$ cat src/rtl/ccd_capture_stage.sv
// TRDB-D5M capture front end: registers raw CCD pixels, gates whole frames on
// start/stop commands and emits a qualified pixel stream with X/Y and markers.
module ccd_capture_stage #(
    parameter int DATA_W = 12,
    parameter int COL    = 800,
    parameter int ROW    = 600,
    parameter int XW     = 11,
    parameter int YW     = 11
) (
    input  logic              iCLK,
    input  logic              iRST,
    input  logic [DATA_W-1:0] iDATA,
    input  logic              iFVAL,
    input  logic              iLVAL,
    input  logic              iSTART,
    input  logic              iEND,
    output logic [DATA_W-1:0] oDATA,
    output logic              oDVAL,
    output logic [XW-1:0]     oX,
    output logic [YW-1:0]     oY,
    output logic              oSOF,
    output logic              oEOL,
    output logic              oEOF,
    output logic [31:0]       oFRAME_CNT,
    output logic              oLINE_ERR,
    output logic              oBUSY
);

    localparam logic [XW-1:0] X_LIM  = XW'(COL);
    localparam logic [XW-1:0] X_LAST = XW'(COL - 1);
    localparam logic [YW-1:0] Y_LIM  = YW'(ROW);

    typedef enum logic [1:0] {
        S_IDLE,
        S_ARMED,
        S_ACTIVE
    } state_t;

    function automatic logic [XW-1:0] sat_inc_x(input logic [XW-1:0] v);
        return (v >= X_LIM) ? v : v + XW'(1);
    endfunction

    function automatic logic [YW-1:0] sat_inc_y(input logic [YW-1:0] v);
        return (v >= Y_LIM) ? v : v + YW'(1);
    endfunction

    state_t state_q, state_d;
    logic   run_q, run_d;

    logic [DATA_W-1:0] data_p1_q, data_p1_d;
    logic              fval_p1_q, fval_p1_d;
    logic              lval_p1_q, lval_p1_d;
    logic              fval_prev_q, fval_prev_d;
    logic              line_prev_q, line_prev_d;

    logic [XW-1:0] x_q, x_d;
    logic [YW-1:0] y_q, y_d;
    logic          x_ovf_q, x_ovf_d;

    logic [DATA_W-1:0] data_p2_q, data_p2_d;
    logic              dval_p2_q, dval_p2_d;
    logic [XW-1:0]     x_p2_q, x_p2_d;
    logic [YW-1:0]     y_p2_q, y_p2_d;
    logic              sof_p2_q, sof_p2_d;
    logic              eol_p2_q, eol_p2_d;
    logic              eof_p2_q, eof_p2_d;
    logic [31:0]       frame_cnt_q, frame_cnt_d;
    logic              line_err_q, line_err_d;

    logic          line_p1;
    logic          fval_rise;
    logic          fval_fall;
    logic          line_close;
    logic          capture;
    logic          accept;
    logic          line_bad;
    logic [YW-1:0] y_cur;

    always_comb begin
        data_p1_d   = iDATA;
        fval_p1_d   = iFVAL;
        lval_p1_d   = iLVAL;

        // A line only exists inside FVAL, so an FVAL drop also closes an open line.
        line_p1     = fval_p1_q & lval_p1_q;
        fval_rise   = fval_p1_q & ~fval_prev_q;
        fval_fall   = ~fval_p1_q & fval_prev_q;
        line_close  = line_prev_q & ~line_p1;
        fval_prev_d = fval_p1_q;
        line_prev_d = line_p1;

        run_d = run_q;
        if (iEND) begin
            run_d = 1'b0;
        end else if (iSTART) begin
            run_d = 1'b1;
        end

        state_d = state_q;
        case (state_q)
            S_IDLE: begin
                if (run_q) state_d = S_ARMED;
            end
            S_ARMED: begin
                if (!run_q) begin
                    state_d = S_IDLE;
                end else if (fval_rise) begin
                    state_d = S_ACTIVE;
                end
            end
            S_ACTIVE: begin
                if (fval_fall) state_d = run_q ? S_ARMED : S_IDLE;
            end
            default: state_d = S_IDLE;
        endcase

        // The FVAL-rise cycle itself belongs to the new frame, with Y already at 0.
        capture = (state_q == S_ACTIVE) || ((state_q == S_ARMED) && run_q && fval_rise);
        y_cur   = fval_rise ? '0 : y_q;
        accept  = capture && line_p1 && (x_q < X_LIM) && (y_cur < Y_LIM);

        x_d     = '0;
        x_ovf_d = 1'b0;
        if (line_p1) begin
            x_d     = sat_inc_x(x_q);
            x_ovf_d = x_ovf_q | (x_q >= X_LIM);
        end

        y_d = y_q;
        if (fval_rise) begin
            y_d = '0;
        end else if (line_close && (x_q != '0)) begin
            y_d = sat_inc_y(y_q);
        end

        // X saturates at COL, so an over-long line is caught by the overflow flag.
        line_bad = (state_q == S_ACTIVE) && line_close && (x_q != '0) &&
                   ((x_q != X_LIM) || x_ovf_q);

        // Stage 2: output register
        dval_p2_d = accept;
        data_p2_d = accept ? data_p1_q : '0;
        x_p2_d    = accept ? x_q : '0;
        y_p2_d    = accept ? y_cur : '0;
        sof_p2_d  = accept && (x_q == '0) && (y_cur == '0);
        eol_p2_d  = accept && (x_q == X_LAST);
        eof_p2_d  = (state_q == S_ACTIVE) && fval_fall;

        frame_cnt_d = frame_cnt_q;
        if (eof_p2_d) frame_cnt_d = frame_cnt_q + 32'd1;

        line_err_d = line_err_q;
        if (sof_p2_d) line_err_d = 1'b0;
        if (line_bad) line_err_d = 1'b1;
    end

    always_ff @(posedge iCLK or posedge iRST) begin
        if (iRST) begin
            state_q     <= S_IDLE;
            run_q       <= 1'b0;
            data_p1_q   <= '0;
            fval_p1_q   <= 1'b0;
            lval_p1_q   <= 1'b0;
            fval_prev_q <= 1'b0;
            line_prev_q <= 1'b0;
            x_q         <= '0;
            y_q         <= '0;
            x_ovf_q     <= 1'b0;
            data_p2_q   <= '0;
            dval_p2_q   <= 1'b0;
            x_p2_q      <= '0;
            y_p2_q      <= '0;
            sof_p2_q    <= 1'b0;
            eol_p2_q    <= 1'b0;
            eof_p2_q    <= 1'b0;
            frame_cnt_q <= '0;
            line_err_q  <= 1'b0;
        end else begin
            state_q     <= state_d;
            run_q       <= run_d;
            data_p1_q   <= data_p1_d;
            fval_p1_q   <= fval_p1_d;
            lval_p1_q   <= lval_p1_d;
            fval_prev_q <= fval_prev_d;
            line_prev_q <= line_prev_d;
            x_q         <= x_d;
            y_q         <= y_d;
            x_ovf_q     <= x_ovf_d;
            data_p2_q   <= data_p2_d;
            dval_p2_q   <= dval_p2_d;
            x_p2_q      <= x_p2_d;
            y_p2_q      <= y_p2_d;
            sof_p2_q    <= sof_p2_d;
            eol_p2_q    <= eol_p2_d;
            eof_p2_q    <= eof_p2_d;
            frame_cnt_q <= frame_cnt_d;
            line_err_q  <= line_err_d;
        end
    end

    assign oDATA      = data_p2_q;
    assign oDVAL      = dval_p2_q;
    assign oX         = x_p2_q;
    assign oY         = y_p2_q;
    assign oSOF       = sof_p2_q;
    assign oEOL       = eol_p2_q;
    assign oEOF       = eof_p2_q;
    assign oFRAME_CNT = frame_cnt_q;
    assign oLINE_ERR  = line_err_q;
    assign oBUSY      = (state_q == S_ACTIVE);

endmodule
$ cat config.mk
export PLATFORM = sky130hd
export DESIGN_NAME = ccd_capture_stage
export DESIGN_NICKNAME = d
export VERILOG_FILES = /design/src/rtl/ccd_capture_stage.sv
export SDC_FILE = /design/constraint.sdc
export NUM_CORES = 1
export LEC_CHECK = 0
export CAP_MARGIN = 20
export CORE_MARGIN = 1.5
export CORE_UTILIZATION = 35
export DETAILED_ROUTE_END_ITERATION = 10
export SETUP_SLACK_MARGIN = 0.1
export SLEW_MARGIN = 40
export SYNTH_ARGS = -nofsm -noshare
export SYNTH_HDL_FRONTEND = slang
export SYNTH_SLANG_ARGS = --single-unit
$ cat constraint.sdc
create_clock -name iCLK -period 9.3 [get_ports iCLK]
set_clock_uncertainty 0.2 [all_clocks]
set_input_delay 1.86 -clock iCLK [delete_from_list [all_inputs] [get_ports iCLK]]
set_output_delay 1.86 -clock iCLK [all_outputs]
set_load 0.02 [all_outputs]
# == After elaboration in Yosys (flattened, before gate mapping) ==
# Cells that the tools add are included.
# op_classes
addsub,3
multipliers,0
div,0
n_lt_le_gt_ge,4
n_eq_ne,9
shift,0
n_mux,20
bitwise,8
reduce_logical,24
# ops
op,count
11-bit two-way mux,8
"32-bit by 1-bit adder with 32-bit output, second input constant",1
"11-bit by 1-bit adder with 11-bit output, second input constant",2
"11-bit by 10-bit greater-or-equal comparator with 1-bit output, second input constant",2
11-bit logical NOT,2
"11-bit by 10-bit less-than comparator with 1-bit output, second input constant",2
1-bit logical AND,13
12-bit two-way mux,1
"11-bit by 10-bit equality test with 1-bit output, second input constant",1
"11-bit by 10-bit != test with 1-bit output, second input constant",1
11-bit nonzero test,1
2-bit two-way mux,4
1-bit two-way mux,6
"2-bit != test, second input constant",3
2-bit case mux with 3 select lines,1
2-bit nonzero test,3
1-bit bitwise AND,4
"3-bit != test, second input constant",1
1-bit NOT,3
3-bit AND reduction,1
"2-bit by 1-bit equality test with 1-bit output, second input constant",1
"2-bit equality test, second input constant",1
2-bit logical NOT,1
1-bit logical OR,2
3 further kinds,3
# totals
reg_bits,113
latchBits,0
ramBits,0
mem_bits_ro,0
word_cells,87
n_memories,0

# == Logic depth before layout (Yosys ltp) ==
# logic_depth
depth_word,11
mapped_depth,8

# == Worst setup path after synthesis ==
# Ideal clock, no wire load.
# synth_path
path_kind,register -> output
startpoint,register state_q[1]
endpoint,output port oBUSY
t_arrival_ps,796
required_ps,7240
slack_ps,6444
path_stages_with_launch,2
path_buffers,0
path_cell_list,dfrtp_1 nor2b_1
# synth_via
elab_chain_len,1
# synth_lines
element,line,rtl
"start, declared",47,"state_t state_q, state_d;"
"start signal, assigned",179,state_q <= state_d;
2-bit equality test,210,assign oBUSY = (state_q == S_ACTIVE);
"end, declared",26,output logic oBUSY
# Every way passes these cells.

# == Worst setup path in the final report ==
# Ends and elaborated chain as after synthesis.

==> metrics.txt <==
register area share after synthesis=60.8%; Seq pwr share=41.2%; CP required=7.24 ns; I/O Buffers=89; register bit total from synthesis=113; hold crit path type=reg2reg; share of cells above drive strength 1=11.9%; DIE AREA=14000 um2; status=finished, final reports clean; Distinct cells, synth=54; TritonCTS clock tree=built; Antenna Cells=0; total track usage=14.3%; routability cong.=0.802; CORE AREA=12800 um2; min Tclk post-route=3.81 ns; CP peak stage delay=0.67 ns; TNS Setup=0 ns; Via density=4.65; commonest non-fill, non-tap cell in the layout=dfrtp_1; detailed-placement wirelength estimate=6.27 mm; Final Util=49.6%; Die H=118 um; Post-synth EDFFs=0; Final Hold Fails=0; Sinks on Clock Net=113; fin. max-slew vios=0; Root Driver=clkbuf_16; switching power=0.000247 W; Slew HR=53.3%; Area after DPL=5710 um2; post-CTS resize count=0; Synth Cell Area=4650 um2; Initial Util=36.4%; vias post-DR=3034; Worst-Margin Slew=0.700 ns; Setup Crit Path Kind=reg2out; FP Rows=41; drt total wl=9.07 mm; Clock Path Buffers=2; fmax=263 MHz; Yosys warning count=0; CTS Buf Count=17; asr flop ratio synth=100%; Final Setup Violations=0; RSZ-0062 raised after global routing=no; Die X=118 um; worst vdd ir=0.119 mV; Comb pwr share=4.1%; WP data arrival=1.75 ns; drt first pass iters=4; Static Leakage=2.82 nW; Routed WL per cell=13.9 um; CP max stage cell=clkdlybuf4s50_1; DR iter-0 viols=191; clock insertion delay at the later pin of the skew report=0.40 ns; Clock Power Share=54.8%; vias in the first global route=3020; largest net degree at the start of global routing=77; Syn Area/Cell=12.6 um2; slack of the critical path=5.49 ns; Pwr Density=195 nW/um2; hold_buf cts=0; Place WS=5.73 ns; Final period util=40.9%; DRC=0; number of H-tree levels=4; crit-path cells=nor2b_1 -> clkdlybuf4s50_1; Setup Fix Bufs, Post-CTS=0; commonest non-fill, non-tap cells in the layout=dfrtp_1 (113), clkdlybuf4s50_1 (89), xnor2_1 (35), nor2_1 (28); Area Overhead vs Synth=36.2%; max cap viols=0; Main synth FF type=dfrtp_1; cell area after layout=6330 um2; antenna viol nets, final=0; io pins=90; critical path fanouts, max=5; CP Capture Type=output pin; CP startpoint kind=flop; clock-pin slew on the worst setup and hold paths=0.05 ns; grt ovf=0; first-pass GRT wire length=15.6 mm; initial antenna violation count=0; internal power=0.000991 W; sw frac=20.0%; Syn Inst Count=368; nets@finish=492
## through the flow
step / hold WS, ns / power [W] / std cells
5_1_grt: 0.256 / 0.00129 / 653
3_3_place_gp: 0.230 / 0.000568 / 622
3_5_place_dp: 0.234 / 0.000569 / 622
2_1_floorplan: 0.224 / 0.000545 / 369
6_report: 0.244 / 0.00124 / 653
4_1_cts: 0.247 / 0.00126 / 653
## cell families after synthesis
kind of cell / synth area share [%]
buffers and inverters: 2.42
AO/OA/AOI/OAI: 3.63
adder cells (fa/ha/maj): 1.35
XOR/XNOR: 8.48
other: 0.0807
flip-flops: 60.8
AND/OR/NAND/NOR: 22.6
multiplexers: 0.673
## worst paths after layout
kind,startpoint,endpoint,depth (start not counted),slack (ns)
max,state_q[1]$_DFFE_PP0P_,oBUSY,2,5.49
min,data_p1_q[11]$_DFF_PP0_,oDATA[11]$_DFF_PP0_,1,0.24
max reg2reg,fval_prev_q$_DFF_PP0_,oY[4]$_DFF_PP0_,5,6.82
min reg2reg,data_p1_q[11]$_DFF_PP0_,oDATA[11]$_DFF_PP0_,1,0.24
max in group asynchronous,iRST,x_q[4]$_DFFE_PP0P_,3,6.23
min in group asynchronous,iRST,oFRAME_CNT[26]$_DFFE_PP0P_,2,1.63
## routing by layer
| layer | vias up | share of wire (%) | track usage [%] | routed length, um |
|---|---|---|---|---|
| met2 | 88 | 46 | 21.1 | 4190 |
| met1 | 1469 | 47 | 19.2 | 4290 |
| li1 | 1466 | - | - | - |
| met4 | 0 | 1.3 | 5.95 | 119 |
| met3 | 11 | 5.2 | 4.73 | 468 |
| met5 | - | 0 | 0 | 0 |
## worst max-delay path: cells and delay by family (launching register included)
kind / cells / cell delay, ns
AND/OR/NAND/NOR: 1 / 0.29
flip-flops: 1 / 0.39
buffers and inverters: 1 / 0.67
## registers in the layout, summed over array words and instances (netlist names), 2 cells and up
register and flops:
state_q 2, oY 11, oDATA 12, x_q 11
oX 11, data_p1_q 12, y_q 11, oFRAME_CNT 32
## power by group through the flow
stage / Combinational, W / Sequential, W / Clock (W)
floorplan: 0.0000237 / 0.000521 / 0
global placement: 0.0000506 / 0.000517 / 0
detailed placement: 0.0000514 / 0.000518 / 0
CTS: 0.0000516 / 0.000510 / 0.000695
global route: 0.0000565 / 0.000511 / 0.000720
finish: 0.0000502 / 0.000509 / 0.000678
## cell type report
class                           instances  area (um2)
Tap cell                              172         215
Multi-Input combinational cell        236        1710
Clock buffer                           22         474
Sequential cell                       113        2830
Fill cell                            1101        6440
Inverter                               10        40.0
Clock inverter                          9         155
Timing Repair Buffer                   91         910
## cell usage after synthesis (all sizes together) (2+ instances only)
library cell | instances | area (um2)
a31oi | 2 | 12.5
and2 | 22 | 138
and3 | 16 | 101
and4 | 6 | 52.6
buf | 7 | 55.1
clkbuf | 2 | 7.51
dfrtp | 113 | 2830
ha | 5 | 62.6
inv | 10 | 37.5
mux2i | 2 | 20.0
nand2 | 22 | 82.6
nand2b | 2 | 12.5
nand3 | 15 | 90.1
nand4 | 14 | 103
nand4b | 2 | 17.5
nor2 | 31 | 143
nor2b | 3 | 18.8
nor3 | 14 | 96.4
nor4 | 10 | 105
nor4b | 4 | 56.3
o21ai | 3 | 15.0
o31ai | 4 | 40.0
xnor2 | 35 | 307
xor2 | 10 | 87.6
Note: power is estimated with default switching activity, not from simulation.
